<file path="src/rtl/mnist_nn_pkg.sv">
// mnist_nn_pkg
// Shared definitions for the mnist_nn load/compute sequencer.
//   state_t          : sequencer FSM states
//   SEL_W1..SEL_W4   : weight bank select codes (W1..W4)
//   SEL_X0           : input bank select code
//   SEG_*            : internal load segment codes (four weight banks, then input)
//   DEF_*_DEPTH      : default words per bank
//   max_int()        : elaboration-time helper for width sizing
package mnist_nn_pkg;

    typedef enum logic [2:0] {
        ST_IDLE,
        ST_LOAD_W,
        ST_LOAD_X,
        ST_HANDOFF,
        ST_COMPUTE
    } state_t;

    localparam int unsigned SEL_W1 = 0;
    localparam int unsigned SEL_W2 = 1;
    localparam int unsigned SEL_W3 = 2;
    localparam int unsigned SEL_W4 = 3;
    localparam int unsigned SEL_X0 = 0;

    // Segment codes: low two bits of a weight segment equal its bank select.
    localparam logic [2:0] SEG_W1 = 3'd0;
    localparam logic [2:0] SEG_W2 = 3'd1;
    localparam logic [2:0] SEG_W3 = 3'd2;
    localparam logic [2:0] SEG_W4 = 3'd3;
    localparam logic [2:0] SEG_X  = 3'd4;

    localparam int DEF_W1_DEPTH = 6;
    localparam int DEF_W2_DEPTH = 9;
    localparam int DEF_W3_DEPTH = 9;
    localparam int DEF_W4_DEPTH = 9;
    localparam int DEF_X_DEPTH  = 2;

    function automatic int max_int(input int a, input int b);
        return (a > b) ? a : b;
    endfunction

endpackage

</file>
<file path="src/rtl/mnist_load_addr_gen.sv">
// mnist_load_addr_gen
// Segment/word counter for the serial load stream. Walks W1..W4 and then the
// input bank, each from address 0 up to its depth minus one.
// Ports:
//   clk, rst   : clock, asynchronous active-high reset
//   clear      : restart at W1 address 0 (new run accepted)
//   advance    : one stream word accepted this cycle
//   seg_last   : current word is the last of its segment
//   load_last  : current word is the last word of the whole load
//   sel        : bank select of the current weight segment
//   w_addr     : current address, weight-bank width
//   x_addr     : current address, input-bank width
module mnist_load_addr_gen
    import mnist_nn_pkg::*;
#(
    parameter int W_ADDR_LEN = 20,
    parameter int X_ADDR_LEN = 10,
    parameter int W_SEL_LEN  = 2,
    parameter int W1_DEPTH   = DEF_W1_DEPTH,
    parameter int W2_DEPTH   = DEF_W2_DEPTH,
    parameter int W3_DEPTH   = DEF_W3_DEPTH,
    parameter int W4_DEPTH   = DEF_W4_DEPTH,
    parameter int X_DEPTH    = DEF_X_DEPTH,
    parameter int CNT_LEN    = max_int(W_ADDR_LEN, X_ADDR_LEN)
) (
    input  logic                  clk,
    input  logic                  rst,
    input  logic                  clear,
    input  logic                  advance,
    output logic                  seg_last,
    output logic                  load_last,
    output logic [W_SEL_LEN-1:0]  sel,
    output logic [W_ADDR_LEN-1:0] w_addr,
    output logic [X_ADDR_LEN-1:0] x_addr
);

    logic [2:0]         seg_reg;
    logic [CNT_LEN-1:0] cnt_reg;
    logic [CNT_LEN-1:0] cnt_last;

    always_comb begin
        cnt_last = CNT_LEN'(W1_DEPTH - 1);
        case (seg_reg)
            SEG_W2:  cnt_last = CNT_LEN'(W2_DEPTH - 1);
            SEG_W3:  cnt_last = CNT_LEN'(W3_DEPTH - 1);
            SEG_W4:  cnt_last = CNT_LEN'(W4_DEPTH - 1);
            SEG_X:   cnt_last = CNT_LEN'(X_DEPTH - 1);
            default: cnt_last = CNT_LEN'(W1_DEPTH - 1);
        endcase
    end

    assign seg_last  = (cnt_reg == cnt_last);
    assign load_last = seg_last && (seg_reg == SEG_X);
    assign sel       = W_SEL_LEN'(seg_reg[1:0]);
    assign w_addr    = W_ADDR_LEN'(cnt_reg);
    assign x_addr    = X_ADDR_LEN'(cnt_reg);

    // The depth compare closes every segment, so cnt never wraps on its own.
    always_ff @(posedge clk or posedge rst) begin
        if (rst) begin
            seg_reg <= SEG_W1;
            cnt_reg <= '0;
        end else if (clear) begin
            seg_reg <= SEG_W1;
            cnt_reg <= '0;
        end else if (advance) begin
            if (load_last) begin
                seg_reg <= SEG_W1;
                cnt_reg <= '0;
            end else if (seg_last) begin
                seg_reg <= seg_reg + 3'd1;
                cnt_reg <= '0;
            end else begin
                cnt_reg <= cnt_reg + 1'b1;
            end
        end
    end

endmodule

</file>
<file path="src/rtl/mnist_load_ctrl.sv">
// mnist_load_ctrl
// Sequencer for mnist_nn: takes a 1-bit serial stream (valid/ready) of weights
// W1..W4 followed by input pixels, writes them through the *_oc load ports,
// then switches mnist_nn to compute mode and waits for compute_finish.
// Optional feature macro: MNIST_LOAD_CTRL_TIMEOUT_EN (compute watchdog of
// TIMEOUT_CYCLES cycles; timeout_err tied 0 when undefined).
// Ports:
//   clk, rst                 : clock, asynchronous active-high reset
//   start                    : begin a run (sampled in IDLE only)
//   s_valid, s_data, s_ready : serial stream handshake
//   w_wq_oc/w_addr_oc/w_sel_oc            : weight bank write port
//   x_wq_oc/x_addr_oc/x_sel_oc            : input bank write port
//   wx_write_oc              : shared write data
//   load_compute_ctrl        : 1 = load mode, 0 = compute mode
//   en_compute, compute_finish : compute handshake with mnist_nn
//   busy, done, timeout_err  : status
module mnist_load_ctrl
    import mnist_nn_pkg::*;
#(
    parameter int W_ADDR_LEN     = 20,
    parameter int X_ADDR_LEN     = 10,
    parameter int W_SEL_LEN      = 2,
    parameter int X_SEL_LEN      = 2,
    parameter int W1_DEPTH       = DEF_W1_DEPTH,
    parameter int W2_DEPTH       = DEF_W2_DEPTH,
    parameter int W3_DEPTH       = DEF_W3_DEPTH,
    parameter int W4_DEPTH       = DEF_W4_DEPTH,
    parameter int X_DEPTH        = DEF_X_DEPTH,
    parameter int TIMEOUT_CYCLES = 1000000
) (
    input  logic                  clk,
    input  logic                  rst,
    input  logic                  start,
    input  logic                  s_valid,
    input  logic                  s_data,
    output logic                  s_ready,
    output logic                  w_wq_oc,
    output logic [W_ADDR_LEN-1:0] w_addr_oc,
    output logic [W_SEL_LEN-1:0]  w_sel_oc,
    output logic                  x_wq_oc,
    output logic [X_ADDR_LEN-1:0] x_addr_oc,
    output logic [X_SEL_LEN-1:0]  x_sel_oc,
    output logic                  wx_write_oc,
    output logic                  load_compute_ctrl,
    output logic                  en_compute,
    input  logic                  compute_finish,
    output logic                  busy,
    output logic                  done,
    output logic                  timeout_err
);

    state_t state_reg, state_next;

    logic                  w_wq_reg, w_wq_next;
    logic [W_ADDR_LEN-1:0] w_addr_reg, w_addr_next;
    logic [W_SEL_LEN-1:0]  w_sel_reg, w_sel_next;
    logic                  x_wq_reg, x_wq_next;
    logic [X_ADDR_LEN-1:0] x_addr_reg, x_addr_next;
    logic [X_SEL_LEN-1:0]  x_sel_reg, x_sel_next;
    logic                  wx_write_reg, wx_write_next;
    logic                  lcc_reg, lcc_next;
    logic                  en_reg, en_next;
    logic                  done_reg, done_next;

    logic                  accept;
    logic                  start_go;
    logic                  wd_expire;
    logic                  seg_last;
    logic                  load_last;
    logic [W_SEL_LEN-1:0]  gen_sel;
    logic [W_ADDR_LEN-1:0] gen_w_addr;
    logic [X_ADDR_LEN-1:0] gen_x_addr;

    // s_ready comes from the registered state only, never from s_valid.
    assign s_ready  = (state_reg == ST_LOAD_W) || (state_reg == ST_LOAD_X);
    assign busy     = (state_reg != ST_IDLE);
    assign accept   = s_valid && s_ready;
    assign start_go = (state_reg == ST_IDLE) && start;

    mnist_load_addr_gen #(
        .W_ADDR_LEN (W_ADDR_LEN),
        .X_ADDR_LEN (X_ADDR_LEN),
        .W_SEL_LEN  (W_SEL_LEN),
        .W1_DEPTH   (W1_DEPTH),
        .W2_DEPTH   (W2_DEPTH),
        .W3_DEPTH   (W3_DEPTH),
        .W4_DEPTH   (W4_DEPTH),
        .X_DEPTH    (X_DEPTH)
    ) u_addr_gen (
        .clk       (clk),
        .rst       (rst),
        .clear     (start_go),
        .advance   (accept),
        .seg_last  (seg_last),
        .load_last (load_last),
        .sel       (gen_sel),
        .w_addr    (gen_w_addr),
        .x_addr    (gen_x_addr)
    );

    always_comb begin
        state_next    = state_reg;
        w_wq_next     = 1'b0;
        w_addr_next   = w_addr_reg;
        w_sel_next    = w_sel_reg;
        x_wq_next     = 1'b0;
        x_addr_next   = x_addr_reg;
        x_sel_next    = x_sel_reg;
        wx_write_next = wx_write_reg;
        lcc_next      = lcc_reg;
        en_next       = 1'b0;
        done_next     = 1'b0;

        if (accept) begin
            wx_write_next = s_data;
        end

        case (state_reg)
            ST_IDLE: begin
                if (start) begin
                    state_next = ST_LOAD_W;
                end
            end
            ST_LOAD_W: begin
                if (accept) begin
                    w_wq_next   = 1'b1;
                    w_addr_next = gen_w_addr;
                    w_sel_next  = gen_sel;
                    if (seg_last && (gen_sel == W_SEL_LEN'(SEL_W4))) begin
                        state_next = ST_LOAD_X;
                    end
                end
            end
            ST_LOAD_X: begin
                if (accept) begin
                    x_wq_next   = 1'b1;
                    x_addr_next = gen_x_addr;
                    x_sel_next  = X_SEL_LEN'(SEL_X0);
                    if (load_last) begin
                        state_next = ST_HANDOFF;
                    end
                end
            end
            ST_HANDOFF: begin
                // Compute mode is selected one cycle before en_compute rises.
                lcc_next   = 1'b0;
                state_next = ST_COMPUTE;
            end
            ST_COMPUTE: begin
                // A finish on the same edge as a watchdog expiry counts as success.
                if (compute_finish) begin
                    lcc_next   = 1'b1;
                    done_next  = 1'b1;
                    state_next = ST_IDLE;
                end else if (wd_expire) begin
                    lcc_next   = 1'b1;
                    state_next = ST_IDLE;
                end else begin
                    en_next = 1'b1;
                end
            end
            default: begin
                state_next = ST_IDLE;
            end
        endcase
    end

    always_ff @(posedge clk or posedge rst) begin
        if (rst) begin
            state_reg    <= ST_IDLE;
            w_wq_reg     <= 1'b0;
            w_addr_reg   <= '0;
            w_sel_reg    <= '0;
            x_wq_reg     <= 1'b0;
            x_addr_reg   <= '0;
            x_sel_reg    <= '0;
            wx_write_reg <= 1'b0;
            lcc_reg      <= 1'b1;
            en_reg       <= 1'b0;
            done_reg     <= 1'b0;
        end else begin
            state_reg    <= state_next;
            w_wq_reg     <= w_wq_next;
            w_addr_reg   <= w_addr_next;
            w_sel_reg    <= w_sel_next;
            x_wq_reg     <= x_wq_next;
            x_addr_reg   <= x_addr_next;
            x_sel_reg    <= x_sel_next;
            wx_write_reg <= wx_write_next;
            lcc_reg      <= lcc_next;
            en_reg       <= en_next;
            done_reg     <= done_next;
        end
    end

    assign w_wq_oc           = w_wq_reg;
    assign w_addr_oc         = w_addr_reg;
    assign w_sel_oc          = w_sel_reg;
    assign x_wq_oc           = x_wq_reg;
    assign x_addr_oc         = x_addr_reg;
    assign x_sel_oc          = x_sel_reg;
    assign wx_write_oc       = wx_write_reg;
    assign load_compute_ctrl = lcc_reg;
    assign en_compute        = en_reg;
    assign done              = done_reg;

`ifdef MNIST_LOAD_CTRL_TIMEOUT_EN
    localparam int WD_LEN = $clog2(TIMEOUT_CYCLES + 1);

    logic [WD_LEN-1:0] wd_cnt_reg;
    logic              timeout_err_reg;

    // COMPUTE lasts exactly TIMEOUT_CYCLES cycles when no finish arrives.
    assign wd_expire = (state_reg == ST_COMPUTE) && !compute_finish &&
                       (wd_cnt_reg == WD_LEN'(TIMEOUT_CYCLES - 1));

    always_ff @(posedge clk or posedge rst) begin
        if (rst) begin
            wd_cnt_reg      <= '0;
            timeout_err_reg <= 1'b0;
        end else begin
            if (state_reg != ST_COMPUTE) begin
                wd_cnt_reg <= '0;
            end else begin
                wd_cnt_reg <= wd_cnt_reg + 1'b1;
            end
            if (start_go) begin
                timeout_err_reg <= 1'b0;
            end else if (wd_expire) begin
                timeout_err_reg <= 1'b1;
            end
        end
    end

    assign timeout_err = timeout_err_reg;
`else
    assign wd_expire   = 1'b0;
    assign timeout_err = 1'b0;
`endif

endmodule

</file>
<file path="config.mk">
export PLATFORM = sky130hd
export DESIGN_NAME = mnist_load_ctrl
export DESIGN_NICKNAME = d
export VERILOG_FILES = /design/src/rtl/mnist_nn_pkg.sv /design/src/rtl/mnist_load_addr_gen.sv /design/src/rtl/mnist_load_ctrl.sv
export SDC_FILE = /design/constraint.sdc
export NUM_CORES = 1
export LEC_CHECK = 0
export CORE_AREA = 2 2 80 82
export DETAILED_ROUTE_END_ITERATION = 10
export DIE_AREA = 0 0 82 84
export GPL_ROUTABILITY_DRIVEN = 0
export PLACE_DENSITY = 0.79
export REMOVE_ABC_BUFFERS = 1
export SLEW_MARGIN = 10
export SYNTH_ARGS = -nofsm -noshare
export SYNTH_HDL_FRONTEND = slang
export SYNTH_HIERARCHICAL = 1
export SYNTH_SLANG_ARGS = --single-unit
</file>
<file path="constraint.sdc">
create_clock -name clk -period 3.2 [get_ports clk]
set_input_delay 0.32 -clock clk [delete_from_list [all_inputs] [get_ports clk]]
set_output_delay 0.32 -clock clk [all_outputs]
set_load 0.005 [all_outputs]
</file>
[Word level (Yosys, flattened, before mapping)]
Index checks and enable logic that the tools add are counted.
Cells by class
  mux-type cells: 25
  reduce and logical (&&, ||, !) cells: 16
  equality and inequality tests: 16
  add/sub/neg operators: 2
Operators by type and width (number)
  $mux W20: 4
  $mux W3: 10
  $add A20 B1 Y20 const B: 1
  $eq A20 B4 Y1: 1
  $pmux W3 S5: 1
  $eq A3 B2 Y1 const B: 4
  $ne A2 B2 Y1 const B: 5
  $mux W1: 8
  $pmux W4 S2: 1
  $reduce_and A2 Y1: 4
  $eq A3 B1 Y1 const B: 2
  $eq A3 B3 Y1 const B: 2
  $reduce_and A6 Y1: 1
  $reduce_bool A3 Y1: 2
  $logic_and A1 B1 Y1: 4
  $reduce_bool A2 Y1: 2
  $add A3 B1 Y3 const B: 1
  $logic_not A3 Y1: 1
  $reduce_or A3 Y1: 1
  $eq A2 B2 Y1 const B: 1
  $ne A2 B1 Y1 const B: 1
  $pmux W1 S2: 1
  $logic_or A1 B1 Y1: 1
Storage, ports and cells
  register bits after elaboration: 64
  output and inout port bits: 43
  logic and storage cells: 71

[Depth between registers and ports, before layout]
  depth after elaboration: 8
  depth in mapped cells: 11
  mapped depth without buffers: 10

[Hierarchy]
Netlist, hierarchy kept.
Modules (own cells, without submodules)
  mnist_load_ctrl: times used 1, area each 1767.9 um2, cells an instance 110
  mnist_load_addr_gen: times used 1, area each 1427.6 um2, cells an instance 154

[Least setup slack after synthesis]
No wires, ideal clock.
  path type: register to register
  start: register u_addr_gen.seg_reg[0]
  end: register state_reg[0]
  arrival: 2.299 ns
  path buffers: 1
  slack: 0.806 ns
  library setup time: 0.095 ns
  cell stages (with the launch flop): 12
  clock period less this slack: 2.394 ns
  path through: dfrtp_1 > inv_1 > ha_1 > and2_1 > or4_1 > and3_1 > buf_2 > nor2_1 > and2_2 > and3_1 > a211oi_1 > o31ai_1
Between the ends
  cells in the longest elaborated chain, start to end: 7
Ends and longest elaborated chain
  from (decl): RTL line mnist_load_addr_gen.sv:37  | logic [2:0] seg_reg;
  from (signal assigned): RTL line mnist_load_addr_gen.sv:71  | seg_reg <= seg_reg + 3'd1;
  $eq A3 B1 Y1 or $eq A3 B2 Y1 (tied branches): RTL line mnist_load_addr_gen.sv:43  | case (seg_reg)
  $reduce_or A3 Y1 (no source line)
  $pmux W4 S2 *: RTL line mnist_load_addr_gen.sv:43
  $eq A20 B4 Y1 *: RTL line mnist_load_addr_gen.sv:52  | assign seg_last = (cnt_reg == cnt_last);
  via seg_last: RTL line mnist_load_ctrl.sv:68  | logic seg_last;
  $logic_and A1 B1 Y1 *: RTL line mnist_load_addr_gen.sv:53  | assign load_last = seg_last && (seg_reg == SEG_X);
  via load_last: RTL line mnist_load_ctrl.sv:69  | logic load_last;
  $ne A2 B2 Y1 (no source line) *
  $reduce_and A6 Y1 (no source line) *
  to (signal assigned): RTL line mnist_load_ctrl.sv:182  | state_reg <= state_next;
  to (decl): RTL line mnist_load_ctrl.sv:52  | state_t state_reg, state_next;
Mark *: on every way through the listed nets, which the timed path passes. The rest lies on a longest branch.
A chain may end at the register's enable or synchronous reset.

[Final worst setup path]
  start: register u_addr_gen.seg_reg[0]
  end: register u_addr_gen.cnt_reg[14], in the netlist u_addr_gen/w_addr[14]
Between the ends
  cells in the longest elaborated chain, start to end: 8
Ends and longest elaborated chain
  $eq A3 B1 Y1 or $eq A3 B2 Y1 (tied branches): RTL line mnist_load_addr_gen.sv:43
  $reduce_or A3 Y1 (no source line)
  $pmux W4 S2: RTL line mnist_load_addr_gen.sv:43
  $eq A20 B4 Y1: RTL line mnist_load_addr_gen.sv:52
  $mux W20 or $logic_and A1 B1 Y1 (tied branches): RTL line mnist_load_addr_gen.sv:70, mnist_load_addr_gen.sv:53
  $mux W20 *: RTL line mnist_load_addr_gen.sv:67  | if (load_last) begin
  $mux W20 *: RTL line mnist_load_addr_gen.sv:66  | end else if (advance) begin
  $mux W20 *: RTL line mnist_load_addr_gen.sv:63  | end else if (clear) begin
  to (signal assigned): RTL line mnist_load_addr_gen.sv:74  | cnt_reg <= cnt_reg + 1'b1;
  to (decl): RTL line mnist_load_addr_gen.sv:38  | logic [CNT_LEN-1:0] cnt_reg;
Every way passes the cells marked *; elsewhere a longest branch is shown, timed or not. The select of a mux whose other input is x is not followed.

==> flow_summary.json <==
{
  "outcome": "completed",
  "n_antenna_cell": 0,
  "grt_usage_pct": 18.7,
  "finalHoldViolations": 0,
  "worstPathMaxFanout": 16,
  "worstSkewPairLatency_ns": 0.34,
  "grt_antenna_before_repair": 0,
  "max_stage_delay_ns": 0.62,
  "slew_headroom_pct": 39.1,
  "yosysTopAreaCell": "dfrtp_1",
  "met2_length_um": 2710,
  "tightest_slew_ns": 0.912,
  "worstSetupEndpointType": "flip-flop",
  "crit_type": "flip-flop to flip-flop",
  "num_rows": 29,
  "clockBufferDepth": 2,
  "drive_gt1_share_pct": 20.7,
  "min-delay-path-class": "input pin to async pin",
  "cts-buffers-inserted": 9,
  "irDropWorstVdd_v": 0.000468,
  "tritoncts": "yes",
  "rsz0062_at_grt": "false",
  "synth_cell_types": 47,
  "first_iter_violations": 69,
  "dp.final_hpwl_um": 4020,
  "synthTopCellsByArea": "dfrtp_1 (49%), mux2_4 (13%), buf_4 (4.2%)",
  "vias": 2033,
  "start_kind": "flip-flop",
  "ys.flop_type": "dfrtp_1",
  "cts_resized": 0,
  "cp_cell_sequence": "inv_1 > ha_1 > and2_1 > or4_1 > and3_1 > o31ai_4 > nor2_1",
  "core_area_um2": 6100,
  "initial_core_util_pct": 52.4,
  "syn_avg_cell_area_um2": 12.1,
  "grt_max_degree": 25,
  "max_freq_mhz": 380,
  "clock_skew_ns": 0.00802,
  "fillCellCount": 503,
  "crit_family": "simple AND/OR/NAND/NOR gates",
  "p_per_area_nw_per_um2": 755,
  "cp_slowest_cell": "o31ai_4",
  "chipWidth_um": 82,
  "die-area_um2": 6890,
  "seq_area_frac_synth_pct": 50.2,
  "grt_pass1_vias": 2052,
  "ys_ff_latch": 64,
  "die_y_um": 84,
  "ctsHtreeMaxLevel": 3,
  "routed.top_layer": "met4",
  "firstDrtPassIters": 5,
  "ant_nets": 0,
  "totalPowerFinal_w": 0.00289,
  "critPathRequiredTime_ns": 3.39,
  "setup_viol": 0,
  "synth_top_area_share_pct": 49.3,
  "postSynthCellCount": 264,
  "wire_per_inst_um": 14.7,
  "synth_area_um2": 3200,
  "clkTransAtPathRegs_ns": 0.07,
  "cap_viol_max_count": 0,
  "overflow": 0,
  "synth_warnings": 6,
  "grt_pass1_wl_um": 9800,
  "numPortBuffers": 45,
  "p_leak_nw": 1.77,
  "wirelength_met1_um": 2620,
  "holdWs_ns": 0.464,
  "cts_hold_buf": 0,
  "tns_ns": 0,
  "async_flop_share_pct": 100,
  "timing.final.crit_share_pct": 82.3,
  "io_pins": 49,
  "wl_met3_um": 244,
  "worstPathBufferInverterCount": 1,
  "slew_viol_final": 0,
  "post-cts-setup-buffer-count": 0,
  "clock_sinks": 64,
  "arrival_ns": 2.83,
  "drc": 0,
  "synth_enable_flop_cells": 0,
  "num-nets-final": 316,
  "clockRootBuffer": "clkbuf_8",
  "path_depth": 7,
  "viasPerCell": 5.27,
  "wl_um": 5680,
  "area_growth_pct": 19.7,
  "rr_worst_depth": 7,
  "finalCriticalPeriod_ns": 2.63
}
## cell families (layout without fill, tap and decap cells)
| group | count (synthesis) | after routing | share of synthesized area (%) |
|---|---|---|---|
| xor+xnor | 17 | 17 | 4.66 |
| flops | 64 | 64 | 50.2 |
| compound gates | 22 | 22 | 5.09 |
| other cells | 1 | 3 | 0.117 |
| simple gates | 85 | 85 | 14.8 |
| mux | 36 | 36 | 15.8 |
| fa+ha+maj | 6 | 6 | 2.35 |
| buf+inv | 33 | 76 | 6.97 |
## cell type report
type	count	area (um2)	share of cell area, %
sequential	64	1600	41.9
multi-input combinational	169	1380	36.0
clock inverter	5	80.1	2.09
inverter	10	37.5	0.982
timing repair buffer	50	488	12.8
tap	77	96.3	2.52
clock buffer	11	141	3.70
## Yosys cell counts (2+ instances only)
cell	instances
o21ai_0	5
mux2_4	27
mux2_2	8
dfrtp_1	63
nor2_1	29
or3_1	4
and3_1	4
nand4_1	4
buf_4	18
a211oi_1	2
nand2b_4	2
and4_1	5
nand2_1	15
nand3_1	3
inv_1	10
xor2_1	10
a21oi_1	4
xnor2_1	7
buf_6	4
nor3_1	4
and2_1	2
nor4_1	4
ha_1	6
## through the flow
step | area (um2) | setup WS (ns) | util [%] | std cells
after floorplan | 3020 | 0.649 | - | 243
after global placement | 3600 | 0.573 | 59.1 | 370
after detailed placement | 3600 | 0.556 | 59.1 | 370
after CTS | 3820 | 0.561 | 62.7 | 386
after global routing | 3820 | 0.300 | 62.7 | 386
final | 3820 | 0.565 | 62.7 | 386
## path summary, 6_finish.rpt
path                       slack [ns]             startpoint                    end
min reg2reg                      0.51          w_addr_oc[18]          w_addr_oc[18]
min                              0.46                    rst                   done
max reg2reg                      0.57  u_addr_gen/seg_reg[0]  u_addr_gen/w_addr[14]
max                              0.57  u_addr_gen/seg_reg[0]  u_addr_gen/w_addr[14]
min in group clk                 0.51          w_addr_oc[18]          w_addr_oc[18]
max in group asynchronous        1.94                    rst           x_addr_oc[6]
## cell usage in the layout (no fill, tap or decap), drive strengths merged, types with 4 or more instances in the layout
cell and count:
nand4 4, clkdlybuf4s50 45, nor3 6, nor2 30
and4 5, dfrtp 63, nor4 4, buf 5
mux2 35, clkbuf 11, a21oi 4, o21ai 5
and3 4, xor2 10, or3 4, inv 10
ha 6, nand2 15, xnor2 7
## power breakdown
part | switching, W | internal [W]
logic | 0.000497 | 0.000530
registers | 0.000155 | 0.000948
clock network | 0.000300 | 0.000458
## per-layer routing
layer | vias to the layer above | GRT usage [%]
met3 | 12 | 5.74
met1 | 1000 | 25.0
met4 | 0 | 7.12
met2 | 46 | 28.3
li1 | 975 | -
met5 | - | 0
Note: power is estimated with default switching activity, not from simulation.
